**config.mk**
```make
export PLATFORM = sky130hd
export DESIGN_NAME = sdc_dat_card_mod
export DESIGN_NICKNAME = d
export VERILOG_FILES = /design/src/rtl/sdc_dat_pkg.sv /design/src/rtl/sd_crc16_ser.sv /design/src/rtl/sdc_dat_card_mod.sv
export SDC_FILE = /design/constraint.sdc
export NUM_CORES = 1
export LEC_CHECK = 0
export BUFFER_PORTS_ARGS = -buffer_cell sky130_fd_sc_hd__buf_2
export CAP_MARGIN = 15
export CORE_MARGIN = 2
export CORE_UTILIZATION = 36
export DETAILED_ROUTE_END_ITERATION = 6
export PLACE_DENSITY = 0.57
export SLEW_MARGIN = 25
export SYNTH_ARGS = -nofsm -noshare
export SYNTH_HDL_FRONTEND = slang
export SYNTH_SLANG_ARGS = --single-unit
```
**constraint.sdc**
```tcl
create_clock -name sd_clk -period 2.7 [get_ports sd_clk]
set_input_delay 0.27 -clock sd_clk [delete_from_list [all_inputs] [get_ports sd_clk]]
set_output_delay 0.27 -clock sd_clk [all_outputs]
set_load 0.02 [all_outputs]
```
**src/rtl/sdc_dat_pkg.sv**
```systemverilog
// Shared types and constants for the card-side SD DAT line engine.
// FSM encoding, CRC16 polynomial and CRC status token patterns.
package sdc_dat_pkg;

  typedef enum logic [3:0] {
    IDLE,
    RD_NAC,
    RD_DATA,
    RD_CRC,
    RD_END,
    WR_DATA,
    WR_CRC,
    WR_END,
    WR_NCRC,
    WR_TOK,
    WR_BUSY
  } dat_state_e;

  localparam logic [15:0] CRC16_POLY = 16'h1021;
  localparam logic [2:0]  TOK_OK     = 3'b010;
  localparam logic [2:0]  TOK_ERR    = 3'b101;

endpackage

```
**src/rtl/sd_crc16_ser.sv**
```systemverilog
// Bit-serial CRC16-CCITT (x^16+x^12+x^5+1), MSB first, zero init.
// Shared by the read and write paths of the DAT engine.
module sd_crc16_ser
  import sdc_dat_pkg::*;
(
  input  logic        sd_clk,
  input  logic        reset,
  input  logic        clr,
  input  logic        en,
  input  logic        bit_in,
  output logic [15:0] crc
);

  logic fb;

  assign fb = bit_in ^ crc[15];

  always_ff @(posedge sd_clk) begin
    if (reset || clr) begin
      crc <= '0;
    end else if (en) begin
      crc <= {crc[14:0], 1'b0} ^ (fb ? CRC16_POLY : 16'h0000);
    end
  end

endmodule

```
**src/rtl/sdc_dat_card_mod.sv**
```systemverilog
// Card-side 1-bit SD DAT engine: sends read blocks, receives write
// blocks, answers with CRC status token and busy.
module sdc_dat_card_mod
  import sdc_dat_pkg::*;
#(
  parameter int BLK_BYTES = 512,
  parameter int NAC_CYC   = 2,
  parameter int NCRC_CYC  = 2,
  parameter int BUSY_CYC  = 8
) (
  input  logic       sd_clk,
  input  logic       reset,
  input  logic       dat_in,
  output logic       dat_out,
  output logic       dat_oe,
  input  logic       rd_blk_strb,
  input  logic [7:0] rd_byte,
  output logic       rd_byte_req,
  output logic       rd_done_strb,
  output logic [7:0] wr_byte,
  output logic       wr_byte_vld,
  output logic       wr_crc_ok,
  output logic       wr_done_strb,
  output logic       busy
);

  localparam int NBITS = BLK_BYTES * 8;
  localparam int CLOG  = $clog2(NBITS);
  localparam int CW    = (CLOG < 5) ? 5 : CLOG;

  localparam logic [CW-1:0] NAC_LAST  = CW'(NAC_CYC);
  localparam logic [CW-1:0] DATA_LAST = CW'(NBITS - 1);
  localparam logic [CW-1:0] REQ_LIM   = CW'(NBITS - 8);
  localparam logic [CW-1:0] CRC_LAST  = CW'(15);
  localparam logic [CW-1:0] NCRC_LAST = CW'(NCRC_CYC - 1);
  localparam logic [CW-1:0] TOK_LAST  = CW'(4);
  localparam logic [CW-1:0] BUSY_LAST = CW'(BUSY_CYC);

  dat_state_e    state;
  dat_state_e    state_nxt;
  logic [CW-1:0] cnt;
  logic          dat_in_z1;
  logic          start_det;
  logic [7:0]    tx_sr;
  logic [6:0]    rx_sr;
  logic [15:0]   rx_crc;
  logic [15:0]   crc;
  logic          crc_clr;
  logic          crc_en;
  logic          crc_bit;
  logic [2:0]    tok;

  assign start_det = !dat_in && dat_in_z1;
  assign busy      = (state != IDLE);
  assign tok       = wr_crc_ok ? TOK_OK : TOK_ERR;

  // Counter restarts on every state change, so it never wraps.
  always_ff @(posedge sd_clk) begin
    if (reset) begin
      state <= IDLE;
      cnt   <= '0;
    end else begin
      state <= state_nxt;
      if (state == IDLE || state_nxt != state) begin
        cnt <= '0;
      end else begin
        cnt <= cnt + 1'b1;
      end
    end
  end

  always_comb begin
    state_nxt = state;
    case (state)
      IDLE: begin
        if (rd_blk_strb) begin
          state_nxt = RD_NAC;
        end else if (start_det) begin
          state_nxt = WR_DATA;
        end
      end
      RD_NAC:  if (cnt == NAC_LAST)  state_nxt = RD_DATA;
      RD_DATA: if (cnt == DATA_LAST) state_nxt = RD_CRC;
      RD_CRC:  if (cnt == CRC_LAST)  state_nxt = RD_END;
      RD_END:  state_nxt = IDLE;
      WR_DATA: if (cnt == DATA_LAST) state_nxt = WR_CRC;
      WR_CRC:  if (cnt == CRC_LAST)  state_nxt = WR_END;
      WR_END:  state_nxt = WR_NCRC;
      WR_NCRC: if (cnt == NCRC_LAST) state_nxt = WR_TOK;
      WR_TOK:  if (cnt == TOK_LAST)  state_nxt = WR_BUSY;
      WR_BUSY: if (cnt == BUSY_LAST) state_nxt = IDLE;
      default: state_nxt = IDLE;
    endcase
  end

  // Last NAC cycle carries the start bit.
  always_comb begin
    dat_out     = 1'b1;
    dat_oe      = 1'b0;
    rd_byte_req = 1'b0;
    case (state)
      RD_NAC: begin
        rd_byte_req = (cnt == '0);
        if (cnt == NAC_LAST) begin
          dat_oe  = 1'b1;
          dat_out = 1'b0;
        end
      end
      RD_DATA: begin
        dat_oe      = 1'b1;
        dat_out     = tx_sr[7];
        rd_byte_req = (cnt[2:0] == 3'd1) && (cnt < REQ_LIM);
      end
      RD_CRC: begin
        dat_oe  = 1'b1;
        dat_out = crc[~cnt[3:0]];
      end
      RD_END: begin
        dat_oe  = 1'b1;
        dat_out = 1'b1;
      end
      WR_TOK: begin
        dat_oe = 1'b1;
        case (cnt[2:0])
          3'd0:    dat_out = 1'b0;
          3'd1:    dat_out = tok[2];
          3'd2:    dat_out = tok[1];
          3'd3:    dat_out = tok[0];
          default: dat_out = 1'b1;
        endcase
      end
      WR_BUSY: begin
        dat_oe  = 1'b1;
        dat_out = (cnt == BUSY_LAST);
      end
      default: begin
        dat_out = 1'b1;
      end
    endcase
  end

  assign crc_clr = (state == IDLE) && (state_nxt != IDLE);
  assign crc_en  = (state == RD_DATA) || (state == WR_DATA);
  assign crc_bit = (state == RD_DATA) ? tx_sr[7] : dat_in;

  sd_crc16_ser u_crc (
    .sd_clk (sd_clk),
    .reset  (reset),
    .clr    (crc_clr),
    .en     (crc_en),
    .bit_in (crc_bit),
    .crc    (crc)
  );

  always_ff @(posedge sd_clk) begin
    if (reset) begin
      dat_in_z1    <= 1'b0;
      tx_sr        <= '0;
      rx_sr        <= '0;
      rx_crc       <= '0;
      wr_byte      <= '0;
      wr_byte_vld  <= 1'b0;
      wr_crc_ok    <= 1'b0;
      rd_done_strb <= 1'b0;
      wr_done_strb <= 1'b0;
    end else begin
      dat_in_z1    <= dat_in;
      wr_byte_vld  <= 1'b0;
      rd_done_strb <= (state == RD_END);
      wr_done_strb <= (state == WR_BUSY) && (cnt == BUSY_LAST);
      case (state)
        RD_NAC: begin
          if (cnt == NAC_LAST) tx_sr <= rd_byte;
        end
        RD_DATA: begin
          if (cnt[2:0] == 3'd7) begin
            tx_sr <= rd_byte;
          end else begin
            tx_sr <= {tx_sr[6:0], 1'b0};
          end
        end
        WR_DATA: begin
          rx_sr <= {rx_sr[5:0], dat_in};
          if (cnt[2:0] == 3'd7) begin
            wr_byte     <= {rx_sr, dat_in};
            wr_byte_vld <= 1'b1;
          end
        end
        WR_CRC: begin
          rx_crc <= {rx_crc[14:0], dat_in};
        end
        WR_END: begin
          wr_crc_ok <= (rx_crc == crc) && dat_in;
        end
        default: begin
          tx_sr <= tx_sr;
        end
      endcase
    end
  end

endmodule

```
==> insert_results.sql <==
INSERT INTO impl_metrics (metric_group, metric, value, unit) VALUES
('run_status', 'run_status', 'finished clean', ''),
('setup_path', 'required', '2.93', 'ns'),
('floorplanning', 'initial_core_util', '36.9', '%'),
('power_and_ir_drop', 'power_leakage', '1.59', 'nW'),
('worst_hold_path', 'min-delay-start', 'rd_byte[5]', ''),
('final_layout', 'final_design_area_no_fill', '0.00425', 'mm^2'),
('power_and_ir_drop', 'power.combinational.fraction', '8.3', '%'),
('power_and_ir_drop', 'powerDensity', '511', 'mW/mm^2'),
('floorplanning', 'row_count', '37', ''),
('synth', 'syn_nets', '452', ''),
('final_layout', 'drive_gt1_share', '17.0', '%'),
('power_and_ir_drop', 'power_frac_seq', '52.4', '%'),
('power_and_ir_drop', 'intPower', '1.62', 'mW'),
('clocking', 'cts_setup_buffers', '0', ''),
('placement', 'dpl-instance-area', '0.00405', 'mm^2'),
('clocking', 'cts-root-buf', 'sky130_fd_sc_hd__clkbuf_8', ''),
('clocking', 'clkLatencyLatePin', '0.35', 'ns'),
('power_and_ir_drop', 'fin_total_pwr', '2.17', 'mW'),
('drt', 'route.antenna.remaining_nets', '0', ''),
('clocking', 'total_clock_sinks', '76', ''),
('placement', 'buffer_ports.inserted', '27', ''),
('drt', 'drt-initial-drc-count', '137', ''),
('final_layout', 'final_cell_mix', '74 x sky130_fd_sc_hd__nand2_1, 74 x sky130_fd_sc_hd__dfxtp_1, 39 x sky130_fd_sc_hd__nor2_1, 36 x sky130_fd_sc_hd__a21oi_1, 27 x sky130_fd_sc_hd__buf_2', ''),
('final_layout', 'fillers', '1070', ''),
('final_layout', 'antenna_cells', '0', ''),
('setup_path', 'ff2ff_setup_slack', '0.15', 'ns'),
('global_routing', 'largest_net_degree_at_the_start_of_global_routing', '44', ''),
('timing', 'clock_skew', '0.0108', 'ns'),
('timing', 'report.final.hold_viol_count', '0', ''),
('clocking', 'cts_buffers', '9', ''),
('global_routing', 'grt_pass1_wl', '15.0', 'mm'),
('placement', 'hpwl', '6.34', 'mm'),
('power_and_ir_drop', 'clkPwrFrac', '39.3', '%'),
('placement', 'gp_congestion', '0.899', ''),
('drt', 'dr_total_vias', '3159', ''),
('floorplanning', 'io_pins', '28', ''),
('synth', 'synth.top_cell.area_share', '40.1', '%'),
('final_layout', 'final_nets', '476', ''),
('power_and_ir_drop', 'sw_frac_of_total', '25.5', '%'),
('setup_path', 'timing.rr.end', 'u_crc.crc[9]', ''),
('drt', 'routed_via_density', '5.27', ''),
('setup_path', 'worstPathMaxFanout', '16', ''),
('setup_path', 'startpoint_of_the_worst_register_to_register_path', 'cnt[9]', ''),
('synth', 'synth_area_per_cell', '8.71', 'um^2'),
('clocking', 'clockBufferDepth', '2', ''),
('synth', 'synth_area_leader_cell', 'sky130_fd_sc_hd__dfxtp_1', ''),
('clocking', 'tritoncts', 'done', ''),
('setup_path', 'cp-startpoint', 'cnt[9]', ''),
('setup_path', 'worst-setup-path-type', 'reg -> reg', ''),
('synth', 'synth.yosys.warnings', '0', ''),
('clocking', 'post_cts_hold_buffer_count', '0', ''),
('drt', 'drcViolationCount', '0', ''),
('timing', 'worst_pin_slew', '0.728', 'ns'),
('synth', 'post_synth_instance_area', '0.00379', 'mm^2'),
('setup_path', 'arrival', '2.79', 'ns'),
('timing', 'fin_crit_sh', '94.6', '%'),
('setup_path', 'ff2ff_path_depth', '7', ''),
('timing', 'timing.final.max_slew_violations', '0', ''),
('clocking', 'clk_pin_slew_worst_paths', '0.08', 'ns'),
('floorplanning', 'fp.dieH', '107', 'um'),
('floorplanning', 'die_width', '107', 'um'),
('synth', 'synth_top_cells_by_area', 'sky130_fd_sc_hd__dfxtp_1 40%, sky130_fd_sc_hd__nand2_1 7.3%, sky130_fd_sc_hd__mux2i_1 5.5%', ''),
('drt', 'avgRoutedWirePerCell', '14.9', 'um'),
('global_routing', 'first_global_vias', '3027', ''),
('timing', 'period_needed', '2.55', 'ns'),
('worst_hold_path', 'hold_path_end', 'tx_sr[5]', ''),
('power_and_ir_drop', 'power.net_switching', '0.554', 'mW'),
('synth', 'synth-main-ff-cell', 'sky130_fd_sc_hd__dfxtp_1', ''),
('worst_hold_path', 'worst_hold_path_type', 'in -> reg', ''),
('timing', 'slew_limit_headroom', '51.1', '%'),
('global_routing', 'grt_antenna_before_repair', '0', '');
cell families (layout without fill, tap and decap cells):
| group | Yosys count | count (layout) | synth area share, % |
|---|---|---|---|
| compound gates | 67 | 67 | 10.8 |
| xor+xnor | 30 | 30 | 6.93 |
| fa+ha+maj | 5 | 5 | 1.65 |
| buf+inv | 33 | 62 | 5.08 |
| flops | 76 | 76 | 40.1 |
| mux | 27 | 27 | 8.81 |
| simple gates | 197 | 197 | 26.6 |
critical path: stages, from the launching register on:
cell,delay (ns)
sky130_fd_sc_hd__dfxtp_1,0.36
sky130_fd_sc_hd__nor4_1,0.52
sky130_fd_sc_hd__nand2_1,0.29
sky130_fd_sc_hd__o31ai_1,0.59
sky130_fd_sc_hd__nor3_1,0.12
sky130_fd_sc_hd__a31oi_1,0.22
sky130_fd_sc_hd__buf_4,0.26
sky130_fd_sc_hd__nor2_1,0.07
how the worst max path moves through the flow:
| stage | end | depth (start not counted) | slack, ns |
|---|---|---|---|
| finish | u_crc.crc[9] | 7 | 0.15 |
| global route | cnt[3] | 6 | -0.04 |
| CTS | dat_out | 6 | 0.08 |
| detailed placement | cnt[1] | 6 | 0.21 |
| global placement | cnt[5] | 7 | 0.21 |
| floorplan | u_crc.crc[0] | 10 | 0.31 |
sequential cells by signal (all words and copies together), names as in the netlist, 4 cells and up:
register	cells
u_crc.crc	16
state	4
rx_crc	16
cnt	12
tx_sr	8
rx_sr	7
wr_byte	8
power groups by stage:
| stage | Sequential [mW] | Clock, mW | Combinational, mW |
|---|---|---|---|
| 2_1_floorplan | 1.16 | 0 | 0.126 |
| 3_3_place_gp | 1.16 | 0 | 0.176 |
| 3_5_place_dp | 1.16 | 0 | 0.175 |
| 4_1_cts | 1.14 | 0.885 | 0.176 |
| 5_1_grt | 1.14 | 0.936 | 0.198 |
| 6_report | 1.14 | 0.853 | 0.181 |
cells in the mapped netlist, types with 3 or more instances:
cell / number
sky130_fd_sc_hd__dfxtp_1: 76
sky130_fd_sc_hd__nand2_1: 74
sky130_fd_sc_hd__nor2_1: 40
sky130_fd_sc_hd__a21oi_1: 37
sky130_fd_sc_hd__mux2i_1: 21
sky130_fd_sc_hd__xnor2_1: 21
sky130_fd_sc_hd__clkbuf_1: 18
sky130_fd_sc_hd__nand3_1: 17
sky130_fd_sc_hd__nor4_1: 11
sky130_fd_sc_hd__nand4_1: 10
sky130_fd_sc_hd__o21ai_0: 9
sky130_fd_sc_hd__xor2_1: 9
sky130_fd_sc_hd__a311oi_1: 8
sky130_fd_sc_hd__nor3_1: 7
sky130_fd_sc_hd__inv_1: 6
sky130_fd_sc_hd__nor2b_1: 6
sky130_fd_sc_hd__clkbuf_8: 5
sky130_fd_sc_hd__ha_1: 5
sky130_fd_sc_hd__mux4_2: 5
sky130_fd_sc_hd__nand2b_1: 5
sky130_fd_sc_hd__and3_1: 4
sky130_fd_sc_hd__a31oi_1: 3
sky130_fd_sc_hd__nor4b_1: 3
per-stage QoR:
step | instances | worst slack (ns) | utilization, % | TNS [ns]
after floorplan | 435 | 0.315 | - | 0
after global placement | 584 | 0.215 | 39.3 | 0
after detailed placement | 584 | 0.214 | 39.4 | 0
after CTS | 600 | 0.0762 | 41.2 | 0
after global routing | 600 | -0.0430 | 41.4 | -0.300
final | 600 | 0.146 | 41.4 | 0
cell type report:
cell class	instances	area [um^2]	area share (%)
sequential	76	1520	35.8
clock inverter	6	65.1	1.53
tap	136	170	4.00
timing repair buffer	40	233	5.47
clock buffer	10	128	3.00
multi-input combinational	326	2110	49.6
inverter	6	22.5	0.530
routing by layer:
metal	GRT usage, %	up-vias	share of wire [%]
met5	0	-	0
met4	6.86	0	1.9
met3	3.95	14	4.4
met2	27.3	70	48
met1	20.6	1489	45
li1	-	1586	-
Power figures use the tool's default switching activity.
